--- src/rtl/irq_pkg.sv ---
// Shared types and constants for the interrupt controller.
package irq_pkg;

    localparam int IRQ_MAX   = 16;
    localparam int IRQ_IDX_W = $clog2(IRQ_MAX);

    localparam logic [31:0] IRQ_CAUSE_BASE = 32'h8000_0010;

    typedef enum logic [1:0] {
        IDLE,
        REQ,
        SVC,
        ACK
    } irq_state_t;

endpackage

--- src/rtl/irq_prio_enc.sv ---
// Lowest-index-wins priority encoder over the candidate interrupt vector.
module irq_prio_enc
    import irq_pkg::*;
#(
    parameter int N_IRQ = 16
) (
    input  logic [N_IRQ-1:0]     vec,
    output logic                 valid,
    output logic [IRQ_IDX_W-1:0] idx
);

    // Scan from the top down so the lowest set bit is the last one written.
    always_comb begin
        valid = |vec;
        idx   = '0;
        for (int i = N_IRQ - 1; i >= 0; i--) begin
            if (vec[i]) begin
                idx = IRQ_IDX_W'(i);
            end
        end
    end

endmodule

--- src/rtl/irq_controller.sv ---
// Single-level interrupt controller in front of the core's irq_req/irq_ret pair.
// Optional macro IRQ_EDGE_EN switches inputs from level- to rising-edge-sensitive.
module irq_controller
    import irq_pkg::*;
#(
    parameter int N_IRQ = 16
) (
    input  logic             clk_i,
    input  logic             rst_i,
    input  logic [N_IRQ-1:0] irq_lines_i,
    input  logic [N_IRQ-1:0] irq_mask_i,
    input  logic             stall_i,
    input  logic             irq_ret_i,
    output logic             irq_req_o,
    output logic [31:0]      irq_cause_o,
    output logic [N_IRQ-1:0] irq_ack_o,
    output logic             irq_busy_o
);

    irq_state_t           state;
    logic [IRQ_IDX_W-1:0] sel_idx;
    logic [N_IRQ-1:0]     sel_onehot;
    logic [N_IRQ-1:0]     candidate;
    logic                 cand_valid;
    logic [IRQ_IDX_W-1:0] cand_idx;

    // Decode the committed source into its one-hot line position.
    always_comb begin
        sel_onehot = '0;
        for (int i = 0; i < N_IRQ; i++) begin
            sel_onehot[i] = (sel_idx == IRQ_IDX_W'(i));
        end
    end

`ifdef IRQ_EDGE_EN
    logic [N_IRQ-1:0] line_q;
    logic [N_IRQ-1:0] pending;

    // Capture rising edges; a fresh edge in the ACK cycle beats the clear.
    always_ff @(posedge clk_i) begin
        if (!rst_i) begin
            line_q  <= '0;
            pending <= '0;
        end else begin
            line_q  <= irq_lines_i;
            pending <= (pending & ~((state == ACK) ? sel_onehot : '0))
                     | (irq_lines_i & ~line_q);
        end
    end

    assign candidate = pending & irq_mask_i;
`else
    assign candidate = irq_lines_i & irq_mask_i;
`endif

    irq_prio_enc #(
        .N_IRQ (N_IRQ)
    ) u_prio_enc (
        .vec   (candidate),
        .valid (cand_valid),
        .idx   (cand_idx)
    );

    // Request/service/acknowledge sequencing with all outputs registered.
    always_ff @(posedge clk_i) begin
        if (!rst_i) begin
            state       <= IDLE;
            sel_idx     <= '0;
            irq_req_o   <= 1'b0;
            irq_cause_o <= '0;
            irq_ack_o   <= '0;
            irq_busy_o  <= 1'b0;
        end else begin
            case (state)
                IDLE: begin
                    irq_ack_o <= '0;
                    if (cand_valid) begin
                        state       <= REQ;
                        sel_idx     <= cand_idx;
                        irq_cause_o <= IRQ_CAUSE_BASE
                                     + {{(32 - IRQ_IDX_W){1'b0}}, cand_idx};
                        irq_req_o   <= 1'b1;
                        irq_busy_o  <= 1'b1;
                    end
                end
                REQ: begin
                    if (!stall_i) begin
                        state     <= SVC;
                        irq_req_o <= 1'b0;
                    end
                end
                SVC: begin
                    if (irq_ret_i) begin
                        state     <= ACK;
                        irq_ack_o <= sel_onehot;
                    end
                end
                ACK: begin
                    state      <= IDLE;
                    irq_ack_o  <= '0;
                    irq_busy_o <= 1'b0;
                end
                default: begin
                    state      <= IDLE;
                    irq_req_o  <= 1'b0;
                    irq_ack_o  <= '0;
                    irq_busy_o <= 1'b0;
                end
            endcase
        end
    end

endmodule

--- config.mk ---
export PLATFORM = sky130hd
export DESIGN_NAME = irq_controller
export DESIGN_NICKNAME = d
export VERILOG_FILES = /design/src/rtl/irq_pkg.sv /design/src/rtl/irq_prio_enc.sv /design/src/rtl/irq_controller.sv
export SDC_FILE = /design/constraint.sdc
export NUM_CORES = 1
export LEC_CHECK = 0
export BUFFER_PORTS_ARGS = -buffer_cell sky130_fd_sc_hd__buf_2
export CORE_MARGIN = 2
export CORE_UTILIZATION = 25
export CTS_CLUSTER_DIAMETER = 80
export DETAILED_ROUTE_END_ITERATION = 8
export PLACE_DENSITY = 0.5
export SLEW_MARGIN = 20
export SYNTH_ARGS = -nofsm -noshare
export SYNTH_HDL_FRONTEND = slang
export SYNTH_SLANG_ARGS = --single-unit
--- constraint.sdc ---
create_clock -name clk_i -period 2.76 [get_ports clk_i]
set_input_delay 0.276 -clock clk_i [delete_from_list [all_inputs] [get_ports clk_i]]
set_output_delay 0.276 -clock clk_i [all_outputs]
set_load 0.05 [all_outputs]
# After elaboration in Yosys (flattened, before gate mapping)
# Cells that the tools add are included.
word_totals:
  out_inout_bits: 50
  elab_cells: 67
  latch_bits: 0
  mem_count: 0
  input_bits: 36
  ram_bits: 0
  mem_bits_ro: 0
  register_bits: 56
op_classes:
  eq_ne: 21
  mux: 26
  order_cmp: 0
  n_reduce_logical: 12
  div: 0
  shift: 0
  mul: 0
  bitwise: 1
  add_sub_neg: 1
ops:
  columns: ["operator", "n"]
  rows:
  - ["two-way mux 4 bit", 16]
  - ["adder 32 x 4 -> 32 bit, first input constant", 1]
  - ["== test 4 bit, second input constant", 8]
  - ["one-hot mux 16 bit (2 select lines)", 1]
  - ["AND 16 bit", 1]
  - ["== test 4 x 3 -> 1 bit, second input constant", 4]
  - ["two-way mux 16 bit", 1]
  - ["OR reduction 16 bit", 1]
  - ["== test 4 x 2 -> 1 bit, second input constant", 2]
  - ["one-hot mux 2 bit (4 select lines)", 1]
  - ["two-way mux 2 bit", 3]
  - ["inequality test 2 bit, second input constant", 3]
  - ["AND reduction 2 bit", 3]
  - ["AND reduction 3 bit", 2]
  - ["nonzero test 2 bit", 3]
  - ["== test 2 bit, second input constant", 2]
  - ["== test 4 x 1 -> 1 bit, second input constant", 1]
  - ["logical NOT 4 bit", 1]
  - ["one-hot mux 1 bit (2 select lines)", 2]
  - ["== test 2 x 1 -> 1 bit, second input constant", 1]
  - ["logical NOT 2 bit", 1]
  - ["two-way mux 1 bit", 2]
  - ["OR reduction 2 bit", 1]

# Depth between registers and ports, before layout
depth:
  word_depth: 18
  depth_mapped: 7
  depth_no_buf: 7

# By module
# From an unflattened synthesis, not the netlist that was laid out.
hier_totals:
  cells_unflattened: 176
  hier_area_um2: 1498.9
by_module_without_submodules:
  columns: ["mod", "area_per_inst_um2", "cells_per_inst", "n_inst", "seq_area_each_um2"]
  rows:
  - ["irq_controller", 1322.5, 142, 1, 500.5]
  - ["irq_prio_enc", 176.4, 34, 1, 0.0]

# Least setup slack after synthesis
# No wires, ideal clock.
synth_path:
  path_type: "reg-to-reg"
  from: "register state[0]"
  to: "register irq_ack_o[11]"
  stages_incl_launch_ff: 8
  period_less_slack_ps: 1683
  required_time_ps: 2694
  setup_slack_ps: 1077
  n_path_buf: 1
  arrival_ps: 1617
  setup_ps: 66
  cell_sequence: "dfxtp_1 -> inv_1 -> ha_1 -> nor2_1 -> a21oi_1 -> clkbuf_1 -> a22oi_1 -> nor2_1"
synth_via:
  elab_chain_len: 4
  word_cells_on_any_way: 8
  classes_between: "3 x eq/ne; 1 x mux; 4 x reduce/logical"
synth_lines:
  columns: ["item", "line_no", "text"]
  rows:
  - ["from (decl)", "irq_controller.sv:20", "irq_state_t state;"]
  - ["from (signal assigned)", "irq_controller.sv:67", "state <= IDLE;"]
  - ["from (signal assigned)", "irq_controller.sv:78", "state <= REQ;"]
  - ["from (signal assigned)", "irq_controller.sv:88", "state <= SVC;"]
  - ["== test 2 bit / logical NOT 2 bit (equally long branches)", "irq_controller.sv:74", "case (state)"]
  - ["OR reduction 2 bit (no line)", null, null]
  - ["nonzero test 2 bit (no line)", null, null]
  - ["AND reduction 2 bit (no line)", null, null]
  - ["to (signal assigned)", "irq_controller.sv:95", "irq_ack_o <= sel_onehot;"]
  - ["to (decl)", "irq_controller.sv:16", "output logic [N_IRQ-1:0] irq_ack_o,"]
# Several ways; a longest one is shown, not always the timed one.
# A chain may end at the register's enable or synchronous reset.

# Worst setup path in the final report
layout_path:
  from: "register state[0]"
  to: "register irq_ack_o[12]"
# The elaborated chain is that of the path after synthesis.

==> results.md <==
* Routed WL per cell at between 10 and 15 µm
* Setup TNS at 0 ns
* Slowest Stage Delay on Critical Path at a little under 0.5 ns
* Worst path depth at 6
* Initial antenna violation count at 0
* First-pass GRT wire length at 5747 µm
* Final Max Tran Viols at 0
* Commonest non-fill, non-tap cells in the layout: buf_2 (59), conb_1 (26), dfxtp_1 (25)
* CTS buffer count at 3
* Placer Congestion at approximately 0.76
* Period utilization at 64.91%
* Post-DRT Antenna Nets at 0
* H-tree depth at 1
* Final #Nets at 279
* # rows at 27
* 1st-pass router iterations at 4
* Synth cell types at 38
* Worst slew pin tran at 0.5838 ns
* F_max at 0.5582 GHz
* Crit Path Max Fanout at 4
* Effective utilization at floorplan at 26.26%
* Crit-path slowest cell: nor3_1
* Reg2reg start: state[0]$_SDFFE_PN0P_
* Vias in the first global route at 1214
* Post-synth top area cell: dfxtp_1
* MaxCap Viol Count at 0
* CP delay by family, top: simple AND/OR/NAND/NOR gates
* Hold path startpoint: stall_i
* Die ar. at 6521 µm²
* WHS Path Cells at 3
* 1st-iter DRT viols at 84
* Commonest non-fill, non-tap cell in the layout: buf_2
* Final Hold Fails at 0
* GRT Total Usage at around 11%
* Clock buffer depth at 2
* Final wirelength at between 3000 and 4000 µm
* Core Box Area at about 5600 µm²
* Slew headroom at ~60%
* Overall power at 1345 µW
* Post-DP HPWL at a little under 3000 µm
* Critical Path End Type: flop
* Leakage power at 0.0008373 µW
* Vias post-DR at roughly 1400
* Status: completed
* Async set-or-reset flop fraction in the synthesized netlist at 0%
* Finish-stage setup viols at 0
* Post-cts resize count at 0
* Hold Path Sink: state[0]$_SDFFE_PN0P_
* Worst hold path type: primary input to flop
* Unrepaired setup endpoints after global routing: no
* Worst skew pair latency at 0.27 ns
* Crit start category: flop
* Number of synthesis warnings at 0
* Sequential cell area fraction in the yosys report at 33.98%
* Worst reg2reg path depth at 6
* R2R Setup Slk at 0.97 ns
* Top cells by area, synth: dfxtp_1 (34%), buf_4 (14%), a22oi_1 (7.1%), nor2_1 (5.4%), nand2_1 (4.3%)
* Post-synth EDFFs at 0
* Number of inserted diodes at 0
* CTS tree: yes
* Synth Flop Type: dfxtp_1
* Worst path cell trace: inv_1 > ha_1 > nand3_1 > nor3_1 > a32oi_1 > nor2_1
* Non-Filler Instances at 310
* Die Height at between 80 and 90 µm
* Filler cells at around 630
* Routed vias/inst at about 4.6
* Top-area cell type share of the netlist area at 33.98%
* Crit Path Category: flop to flop
* Layout cell share with drive strength beyond 1 at 29.41%
* Largest net degree at the start of global routing at 23
* Post-CTS Setup Inserts at 0
* Peak supply drop at 0.0003218 V
* Worst EP arrival at 2.00 ns
* Synthesized area at 1473 µm²
* FF+latch count, synth at 25
* Port-buffer cells at just under 60
* Die width at 80.75 µm
* Synthesized area per cell at 8.227 µm²
* CTS Hold Buffers Added at 0
* Total grt overflow at 0
* Worst EP required at 2.97 ns
* Layout overhead on the synthesized area at 22.00%
* Clock Tree Root: clkbuf_8
* Num ports at 86
* Placed Instances at 306
* CP Buf/Inv Count at 1
* Period minus WS final at approximately 1.8 ns
* Cells after Synth at 179
* Pwr dens at 748.4 nW/µm²
* Final Skew at approximately 0.0026 ns
* DR DRC count at 0
* CTS clk-pin slew, worst paths at 0.09 ns
* Worst R2R End: irq_ack_o[12]$_SDFFE_PN0P_
* Final hold slack at 0.2782 ns
* TritonCTS sink count at 25
[worst max path at each step]
stage,startpoint,endpoint
CTS,state[0]$_SDFFE_PN0P_,irq_ack_o[12]$_SDFFE_PN0P_
floorplan,state[0]$_SDFFE_PN0P_,irq_ack_o[11]$_SDFFE_PN0P_
global route,state[0]$_SDFFE_PN0P_,irq_ack_o[13]$_SDFFE_PN0P_
finish,state[0]$_SDFFE_PN0P_,irq_ack_o[12]$_SDFFE_PN0P_
detailed placement,irq_lines_i[6],sel_idx[2]$_SDFFE_PN0P_
global placement,irq_lines_i[6],sel_idx[2]$_SDFFE_PN0P_
[tightest hold or removal path: stages]
cell and delay [ns]:
buf_2 0.10, nand2_1 0.07, a211oi_1 0.06
[cell usage after synthesis, types with 4 or more instances]
| cell type | number |
|---|---|
| nor2_1 | 21 |
| buf_4 | 27 |
| a22oi_1 | 14 |
| a32o_1 | 4 |
| ha_1 | 4 |
| nor3_1 | 4 |
| dfxtp_1 | 25 |
| a22o_1 | 6 |
| a21oi_1 | 8 |
| inv_1 | 7 |
| nand2_1 | 17 |
[cell type report]
| type | instances | area, µm² | share of cell area (%) |
|---|---|---|---|
| Clock buffer | 3 | 41.29 | 2.298 |
| Sequential cell | 25 | 500.5 | 27.86 |
| Inverter | 7 | 26.28 | 1.462 |
| Tap cell | 72 | 90.09 | 5.014 |
| Timing Repair Buffer | 61 | 310.3 | 17.27 |
| Clock inverter | 1 | 7.507 | 0.4178 |
| Multi-Input combinational cell | 141 | 820.8 | 45.68 |
[layer usage]
metal  up-vias  part of all wire [%]  routed length, µm  track usage [%]
li1        722                     -                  -                -
met5         -                     0                  0                0
met2        50                    47               1740            18.50
met4         0                  0.93                 34            2.542
met3         4                   4.7                171            1.000
met1       647                    47               1725            15.44
[logic make-up (layout without fill, tap and decap cells)]
logic type | count (synthesis) | count (layout) | synth area share (%)
adder cells (fa/ha/maj) | 4 | 4 | 3.399
flip-flops | 25 | 25 | 33.98
AND/OR/NAND/NOR | 55 | 55 | 16.82
AO/OA/AOI/OAI | 55 | 55 | 28.21
buffers and inverters | 38 | 72 | 16.65
other | 1 | 26 | 0.2546
multiplexers | 1 | 1 | 0.6797
[stage by stage]
| stage | area (µm²) | util, % | setup slack, ns |
|---|---|---|---|
| after floorplan | 1567 | - | 1.077 |
| after global placement | 1748 | 31.17 | 0.8470 |
| after detailed placement | 1748 | 31.17 | 0.8615 |
| after CTS | 1797 | 32.04 | 0.9837 |
| after global routing | 1797 | 32.04 | 0.7831 |
| final | 1797 | 32.04 | 0.9685 |
[report_power, final]
part,total (µW),switching [µW],internal [µW]
clock network,226,123,102
logic,657,472,185
registers,462,56.4,406
total,1340,652,693
[sequential cells by signal, summed over array words and instances, names as in the netlist]
signal and flops:
sel_idx 3, irq_req_o 1, state 2, irq_cause_o 2
irq_ack_o 16, irq_busy_o 1
Note: power is estimated with default switching activity, not from simulation.
